File: src/rtl/mem_io_sequencer.sv
// Multi-cycle sequencer between CPU load/store/IO requests and the shared data RAM, LED and switch ports.
// The UART loader has priority over the CPU for the RAM port; the CPU is stalled until its access retires.
module mem_io_sequencer #(
  parameter int          MEM_AW  = 14,
  parameter int          MEM_LAT = 1,
  parameter logic [31:0] IO_BASE = 32'hFFFFFC00
) (
  input  logic              clock,
  input  logic              reset,
  input  logic              cpu_mread,
  input  logic              cpu_mwrite,
  input  logic              cpu_ioread,
  input  logic              cpu_iowrite,
  input  logic [31:0]       cpu_addr,
  input  logic [31:0]       cpu_wdata,
  output logic [31:0]       cpu_rdata,
  output logic              cpu_stall,
  input  logic              ld_req,
  input  logic [MEM_AW-1:0] ld_addr,
  input  logic [31:0]       ld_wdata,
  output logic              ld_gnt,
  output logic              mem_en,
  output logic              mem_we,
  output logic [MEM_AW-1:0] mem_addr,
  output logic [31:0]       mem_wdata,
  input  logic [31:0]       mem_rdata,
  output logic              led_cs,
  output logic [15:0]       led_wdata,
  output logic              sw_cs,
  input  logic [15:0]       sw_rdata
);

  typedef enum logic [1:0] {
    S_IDLE,
    S_ACCESS,
    S_WAIT,
    S_RESP
  } state_t;

  typedef enum logic [2:0] {
    OP_RAM_WR,
    OP_RAM_RD,
    OP_LED_WR,
    OP_SW_RD,
    OP_IO_RD,
    OP_IO_WR,
    OP_LD_WR
  } op_t;

  localparam logic [2:0] LAT_M1 = 3'(MEM_LAT - 1);

  state_t            state_q, state_d;
  op_t               op_q, op_d;
  logic [MEM_AW-1:0] addr_q, addr_d;
  logic [31:0]       wdata_q, wdata_d;
  logic [2:0]        cnt_q, cnt_d;
  logic [31:0]       rdata_q, rdata_d;
  logic [15:0]       led_q, led_d;

  logic cpu_req;
  logic req_write;
  logic req_io;
  op_t  req_op;
  logic unused_addr_bits;

  assign unused_addr_bits = ^cpu_addr[1:0];

  // Flag priority only picks the direction; the region always comes from the address.
  always_comb begin
    cpu_req   = cpu_mread | cpu_mwrite | cpu_ioread | cpu_iowrite;
    req_write = cpu_mwrite | (~cpu_mread & cpu_iowrite);
    req_io    = (cpu_addr[31:10] == IO_BASE[31:10]);
    req_op    = req_write ? OP_RAM_WR : OP_RAM_RD;
    if (req_io) begin
      if (req_write) begin
        req_op = (cpu_addr[7:4] == 4'h6) ? OP_LED_WR : OP_IO_WR;
      end else begin
        req_op = (cpu_addr[7:4] == 4'h7) ? OP_SW_RD : OP_IO_RD;
      end
    end
  end

  always_comb begin
    state_d   = state_q;
    op_d      = op_q;
    addr_d    = addr_q;
    wdata_d   = wdata_q;
    cnt_d     = cnt_q;
    rdata_d   = rdata_q;
    led_d     = led_q;
    mem_en    = 1'b0;
    mem_we    = 1'b0;
    mem_addr  = '0;
    mem_wdata = '0;
    led_cs    = 1'b0;
    sw_cs     = 1'b0;
    ld_gnt    = 1'b0;
    cpu_stall = cpu_req && (state_q != S_RESP);

    case (state_q)
      S_IDLE: begin
        if (ld_req) begin
          op_d    = OP_LD_WR;
          addr_d  = ld_addr;
          wdata_d = ld_wdata;
          state_d = S_ACCESS;
        end else if (cpu_req) begin
          op_d    = req_op;
          addr_d  = cpu_addr[MEM_AW+1:2];
          wdata_d = cpu_wdata;
          state_d = S_ACCESS;
        end
      end

      S_ACCESS: begin
        state_d = S_RESP;
        case (op_q)
          OP_RAM_WR: begin
            mem_en    = 1'b1;
            mem_we    = 1'b1;
            mem_addr  = addr_q;
            mem_wdata = wdata_q;
          end
          OP_RAM_RD: begin
            mem_en   = 1'b1;
            mem_addr = addr_q;
            if (MEM_LAT <= 1) begin
              rdata_d = mem_rdata;
            end else begin
              cnt_d   = LAT_M1;
              state_d = S_WAIT;
            end
          end
          OP_LED_WR: begin
            led_cs = 1'b1;
            led_d  = wdata_q[15:0];
          end
          OP_SW_RD: begin
            sw_cs   = 1'b1;
            rdata_d = {16'b0, sw_rdata};
          end
          OP_IO_RD: rdata_d = '0;
          OP_IO_WR: ;
          OP_LD_WR: begin
            mem_en    = 1'b1;
            mem_we    = 1'b1;
            mem_addr  = addr_q;
            mem_wdata = wdata_q;
            ld_gnt    = 1'b1;
            state_d   = S_IDLE;
          end
          default: state_d = S_IDLE;
        endcase
      end

      // The counter reaching zero on this decrement marks the cycle the RAM data is valid.
      S_WAIT: begin
        if (cnt_q <= 3'd1) begin
          cnt_d   = '0;
          rdata_d = mem_rdata;
          state_d = S_RESP;
        end else begin
          cnt_d = cnt_q - 3'd1;
        end
      end

      S_RESP: state_d = S_IDLE;

      default: state_d = S_IDLE;
    endcase

    if (reset) begin
      mem_en    = 1'b0;
      mem_we    = 1'b0;
      mem_addr  = '0;
      mem_wdata = '0;
      led_cs    = 1'b0;
      sw_cs     = 1'b0;
      ld_gnt    = 1'b0;
      cpu_stall = 1'b0;
    end
  end

  always_ff @(posedge clock) begin
    if (reset) begin
      state_q <= S_IDLE;
      op_q    <= OP_IO_RD;
      addr_q  <= '0;
      wdata_q <= '0;
      cnt_q   <= '0;
      rdata_q <= '0;
      led_q   <= '0;
    end else begin
      state_q <= state_d;
      op_q    <= op_d;
      addr_q  <= addr_d;
      wdata_q <= wdata_d;
      cnt_q   <= cnt_d;
      rdata_q <= rdata_d;
      led_q   <= led_d;
    end
  end

  assign cpu_rdata = rdata_q;
  assign led_wdata = led_q;

endmodule

File: config.mk
export PLATFORM = sky130hd
export DESIGN_NAME = mem_io_sequencer
export DESIGN_NICKNAME = d
export VERILOG_FILES = /design/src/rtl/mem_io_sequencer.sv
export SDC_FILE = /design/constraint.sdc
export NUM_CORES = 1
export LEC_CHECK = 0
export ABC_AREA = 1
export CELL_PAD_IN_SITES_DETAIL_PLACEMENT = 0
export CELL_PAD_IN_SITES_GLOBAL_PLACEMENT = 1
export CORE_MARGIN = 2
export CORE_UTILIZATION = 28
export CTS_CLUSTER_DIAMETER = 60
export DETAILED_ROUTE_END_ITERATION = 6
export PLACE_DENSITY_LB_ADDON = 0.12
export SETUP_SLACK_MARGIN = 0.15
export SLEW_MARGIN = 20
export SYNTH_ARGS = -nofsm -noshare
export SYNTH_HDL_FRONTEND = slang
export SYNTH_SLANG_ARGS = --single-unit
File: constraint.sdc
create_clock -name clock -period 3.1 [get_ports clock]
set_input_delay 0.775 -clock clock [delete_from_list [all_inputs] [get_ports clock]]
set_output_delay 0.775 -clock clock [all_outputs]
set_load 0.1 [all_outputs]
==> results of run 1 <==
power groups by stage:
| stage | clock network (uW) | registers, uW | logic, uW |
|---|---|---|---|
| floorplan | 0 | 2360 | 862 |
| global placement | 0 | 1650 | 2200 |
| detailed placement | 0 | 1660 | 2200 |
| CTS | 1090 | 1630 | 2220 |
| global route | 1140 | 1660 | 2380 |
| finish | 1040 | 1630 | 2210 |
worst paths after layout:
check / start / end / slack (ns) / cells after the start
max: state_q[1] / mem_wdata[21] / 0.25 / 9
min: addr_q[5] / addr_q[5] / 0.45 / 2
max reg2reg: state_q[0] / cpu_rdata[27] / 1.03 / 9
min reg2reg: addr_q[5] / addr_q[5] / 0.45 / 2
registers in the layout, indices dropped and copies added (netlist names):
register / flops
addr_q: 14
wdata_q: 32
cpu_rdata: 32
led_wdata: 16
state_q: 2
op_q: 3
cnt_q: 3
placed cells by master (no fill, tap or decap), drive strengths merged:
cell type / count
clkbuf: 10
nor2: 84
a22oi: 16
nor4: 1
and3: 1
a21oi: 40
clkinvlp: 1
nor3: 1
dfxtp: 102
a31oi: 46
nand2: 229
clkdlybuf4s50: 160
bufbuf: 1
o211a: 1
clkinv: 7
ha: 7
o22ai: 1
a311oi: 1
o21ai: 71
nand3: 8
buf: 127
nand4: 4
o211ai: 1
inv: 105
cell families after synthesis:
family                   Yosys count  share of synthesized area [%]
AO/OA/AOI/OAI                    177                           20.0
adder cells (fa/ha/maj)            7                           1.76
buffers and inverters            152                           11.9
flip-flops                       102                           41.0
AND/OR/NAND/NOR                  328                           25.4
routing by layer:
layer / wire length, um / up-vias / part of all wire, %
li1: - / 2946 / -
met1: 7690 / 2406 / 44
met2: 7950 / 164 / 46
met3: 1510 / 15 / 8.7
met4: 252 / 2 / 1.4
met5: 9 / - / 0.052
repair_timing:
| item | 4_1_cts | 5_1_grt |
|---|---|---|
| gates cloned | 1 | 0 |
| endpoints found under the hold margin | 0 | 0 |
| resized for setup | 3 | 5 |
| endpoints found under the setup margin | 30 | 4 |
| pin swaps | 1 | 1 |
| buffers inserted | 2 | 5 |
final cells by class:
class,instances,share of cell area [%]
timing repair buffer,289,37.0
multi-input combinational,512,29.5
sequential,102,22.7
inverter,106,4.67
tap,225,3.13
clock buffer,9,2.51
clock inverter,7,0.460
critical path, delay by kind of cell (launching register included):
family                     cells  cell delay (ns)
AOI/OAI and AO/OA              1             0.15
adders and majority gates      1             0.28
buffers and inverters          5             0.76
DFF                            1             0.33
and+or+nand+nor                2             0.20
stage by stage:
step / util [%] / power, uW / setup slack (ns)
global placement: 49.7 / 3860 / 0.0560
global route: 51.7 / 5180 / 0.122
finish: 51.7 / 4880 / 0.247
floorplan: - / 3220 / -0.0929
CTS: 51.5 / 4940 / 0.190
detailed placement: 49.7 / 3860 / 0.0435
==> flow_summary.json, run 1 <==
{
  "finalWeightedCongestion": 0.757,
  "n_antenna_cell": 0,
  "outcome": "completed",
  "critPathRequiredTime_ns": 2.32,
  "ff_latch_area_mm2": 0.00204,
  "crit_path_max_incr_delay_ns": 0.33,
  "synth_cells": 766,
  "first_iter_violations": 290,
  "antenna_found_initial": 1,
  "max_slew_margin_pct": 51.2,
  "ir_worst_vdd_mv": 0.357,
  "critPathMostFrequentCell": "buf_12",
  "ios": 265,
  "period_share_pct": 92.0,
  "grt_use_met1_pct": 22.7,
  "ant_nets": 0,
  "grt_overflow": 0,
  "synth.area.top_cells": "dfxtp_1 41%, nand2_1 17%, inv_1 7.8%, nor2_1 6.2%, o21ai_0 6.1%",
  "async_reset_ff_share_pct": 0,
  "yosys_register_bits": 102,
  "hold_buffers": 0,
  "fin_skew_ns": 0.00710,
  "syn-cell-area_mm2": 0.00499,
  "crit_chain": "inv_1 > ha_2 > nand2_4 > a21oi_4 > clkinv_4 > buf_4 > buf_12 > nor2_4 > buf_12",
  "start_util_pct": 28.7,
  "cts_buffers": 9,
  "min_path_type": "flip-flop to flip-flop",
  "switching_share_pct": 44.2,
  "viasPerCell": 4.43,
  "slowest_stage": "dfxtp_1",
  "synth_nets": 938,
  "finalInstanceArea_mm2": 0.00898,
  "core-area_mm2": 0.0174,
  "row_count": 48,
  "yosys.cell_count.top_type": "nand2_1",
  "p_leak_uw": 0.00382,
  "placed_cell_area_mm2": 0.00862,
  "drtPass1Iterations": 4,
  "wl_per_cell_um": 13.9,
  "fp.dieH_um": 137,
  "netlist.area_leader.share_pct": 41.0,
  "crit_path_max_fanout": 7,
  "syn_avg_cell_area_um2": 6.51,
  "syn_to_final_growth_pct": 80.1,
  "insertion_delay_ns": 0.34,
  "intPower_uw": 2720,
  "place_inst": 1226,
  "clkTransAtPathRegs_ns": 0.07,
  "num_vias": 5533,
  "combPwrFrac_pct": 45.2,
  "ys_seq_area_share_pct": 41.0,
  "cts_tree": "built",
  "grt_pass1_wl_mm": 26.6,
  "grt_max_degree": 50,
  "drive_above_1_share_pct": 18.4,
  "startpoint_type": "flip-flop",
  "cp.arrival_ns": 2.08,
  "synth.distinct_cells": 24,
  "fin_nets": 1192,
  "cts.path.max_buffers": 2,
  "nFillCells": 1736,
  "port_buffers": 262,
  "hold_viol": 0,
  "use_met2_pct": 29.2,
  "period_minus_slack_ns": 2.85,
  "yosysWarningCount": 0,
  "synth_top_area_cell": "dfxtp_1",
  "die_area_mm2": 0.0189,
  "switchingPower_uw": 2150,
  "grtUsageTotal_pct": 17.9,
  "hold_ws_ns": 0.453,
  "grt_use_met3_pct": 5.52,
  "drc": 0,
  "worst_slew_pin_slew_ns": 0.730,
  "fp.dieW_um": 137,
  "fin_cells": 1250,
  "critical_path_class": "flip-flop to output pin",
  "maxSlewViolCount": 0,
  "yosys_most_used_dff": "dfxtp_1",
  "htreeDepth": 3,
  "pwr-share-clk_pct": 21.4,
  "tns_ns": 0,
  "maxCapViolCount": 0,
  "powerDensity_mw_per_mm2": 543,
  "dp_hpwl_mm": 12.7,
  "cts_root_buf": "clkbuf_16",
  "multi_input_area_mm2": 0.00265,
  "endpoint_kind": "output pin",
  "final-setup-viol-count": 0,
  "cts.sinks": 102,
  "synth_edf_count": 0,
  "netlist_top_cells_count": "229 x nand2_1, 103 x inv_1, 102 x dfxtp_1",
  "grt-busiest-layer": "met2",
  "rsz0062_at_grt": "false",
  "drt_wl_total_mm": 17.4,
  "power_frac_seq_pct": 33.4,
  "max_clock_freq_mhz": 350,
  "first_global_vias": 5149
}
Note: power is estimated with default switching activity, not from simulation.
==> run 2: changes to the inputs <==
- RECOVER_POWER: default -> 25
==> run 2 against run 1 <==
  * Utilization down 1.0 points
  * Critical path depth is the same
  * Routed wire length grew 0.46%
  * Clock skew is 0.0013 ns lower
  * Clock-buffer cell count is the same
  * Die area stayed put
  * Design area is 2.0% lower
  * Sequential share of layout area increased by 0.47 points
  * First-iteration DRC count shrank 0.69%
  * Cell count is the same
  * Sequential power about the same
  * Worst setup slack about the same
==> flow_summary.json, run 2 (synthesized netlist as in run 1, its figures left out) <==
{
  "grt_pass1_wl_mm": 26.6,
  "cp.arrival_ns": 2.08,
  "max_slew_margin_pct": 7.29,
  "startpoint_type": "flip-flop",
  "first_iter_violations": 288,
  "fin_nets": 1192,
  "powerDensity_mw_per_mm2": 545,
  "finalWeightedCongestion": 0.757,
  "max_clock_freq_mhz": 350,
  "fin_skew_ns": 0.00583,
  "ir_worst_vdd_mv": 0.351,
  "critPathRequiredTime_ns": 2.32,
  "clkTransAtPathRegs_ns": 0.07,
  "pwr-share-clk_pct": 21.7,
  "cts.sinks": 102,
  "power_frac_seq_pct": 34.0,
  "drc": 0,
  "ant_nets": 0,
  "worst_slew_pin_slew_ns": 1.39,
  "finalInstanceArea_mm2": 0.00880,
  "fp.dieW_um": 137,
  "mostFrequentLayoutCell": "nand2_1",
  "cts_buffers": 9,
  "cts.path.max_buffers": 2,
  "period_minus_slack_ns": 2.85,
  "switchingPower_uw": 2150,
  "layout_common_cells": "228 x nand2_1, 160 x clkdlybuf4s50_1, 102 x dfxtp_1",
  "num_vias": 5531,
  "dp_hpwl_mm": 12.7,
  "min_path_type": "flip-flop to flip-flop",
  "intPower_uw": 2640,
  "grtUsageTotal_pct": 17.9,
  "viasPerCell": 4.42,
  "maxCapViolCount": 0,
  "drive_above_1_share_pct": 13.8,
  "die_area_mm2": 0.0189,
  "drt_wl_total_mm": 17.5,
  "period_share_pct": 92.1,
  "fp.dieH_um": 137,
  "fin_cells": 1250,
  "fin_util_pct": 50.7,
  "wl_per_cell_um": 14.0,
  "placed_cell_area_mm2": 0.00862,
  "insertion_delay_ns": 0.34,
  "syn_to_final_growth_pct": 76.5,
  "outcome": "completed",
  "ios": 265,
  "final-setup-viol-count": 0,
  "port_buffers": 262,
  "start_util_pct": 28.7,
  "place_inst": 1226,
  "critical_path_class": "flip-flop to output pin",
  "htreeDepth": 3,
  "cts_root_buf": "clkbuf_16",
  "first_global_vias": 5149,
  "core-area_mm2": 0.0174,
  "row_count": 48,
  "n_antenna_cell": 0,
  "maxSlewViolCount": 0,
  "grt_max_degree": 50,
  "cts_tree": "built",
  "p_leak_uw": 0.00362,
  "crit_path_max_fanout": 7,
  "drtPass1Iterations": 6,
  "endpoint_kind": "output pin",
  "grt_overflow": 0,
  "rsz0062_at_grt": "false",
  "hold_viol": 0,
  "combPwrFrac_pct": 44.3,
  "switching_share_pct": 44.9,
  "antenna_found_initial": 1
}
==> run 2: path summary, 6_finish.rpt <==
path / from / end / slack, ns / cells after the start
setup / recovery: state_q[1] / mem_wdata[21] / 0.25 / 9
hold reg to reg: addr_q[5] / addr_q[5] / 0.46 / 2
hold / removal: addr_q[5] / addr_q[5] / 0.46 / 2
setup reg to reg: state_q[1] / led_wdata[14] / 0.69 / 7
==> run 2: critical path: stages (launching register included) <==
cell and delay [ns]:
dfxtp_1 0.33, inv_1 0.14, ha_2 0.28, nand2_4 0.08
a21oi_4 0.15, clkinv_4 0.14, buf_4 0.17, buf_12 0.13
nor2_4 0.12, buf_12 0.18
==> run 2: area by class of cell <==
cell class,instances,area [um^2]
Tap cell,225,282
Multi-Input combinational cell,512,2650
Fill cell,1794,8560
Inverter,106,419
Timing Repair Buffer,289,3140
Clock buffer,9,225
Sequential cell,102,2040
Clock inverter,7,41.3
==> run 2: stage by stage <==
step / setup TNS (ns) / power, uW / worst slack (ns) / hold slack, ns
after floorplan: -0.869 / 3220 / -0.0929 / 0.430
final: 0 / 4790 / 0.246 / 0.456
after CTS: 0 / 4940 / 0.190 / 0.459
after detailed placement: 0 / 3860 / 0.0435 / 0.449
after global routing: 0 / 5100 / 0.122 / 0.483
after global placement: 0 / 3860 / 0.0560 / 0.453
==> run 2: power groups by stage <==
stage          combinational (uW)  sequential, uW  clock (uW)
2_1_floorplan                 862            2360           0
3_3_place_gp                 2200            1650           0
3_5_place_dp                 2200            1660           0
4_1_cts                      2220            1630        1090
5_1_grt                      2300            1660        1140
6_report                     2130            1630        1040
==> run 2: layer usage <==
layer / wire [um] / GRT usage [%]
met5: 9 / 0
met4: 252 / 5.44
met3: 1620 / 5.52
met2: 7890 / 29.2
met1: 7730 / 22.7
==> run 2: what timing repair did <==
item                                    CTS  global route
gates cloned                              1             0
endpoints found under the setup margin   30             4
pin swaps                                 1             1
hold buffers                              0             0
setup buffers                             2             5
gates resized for setup                   3             5
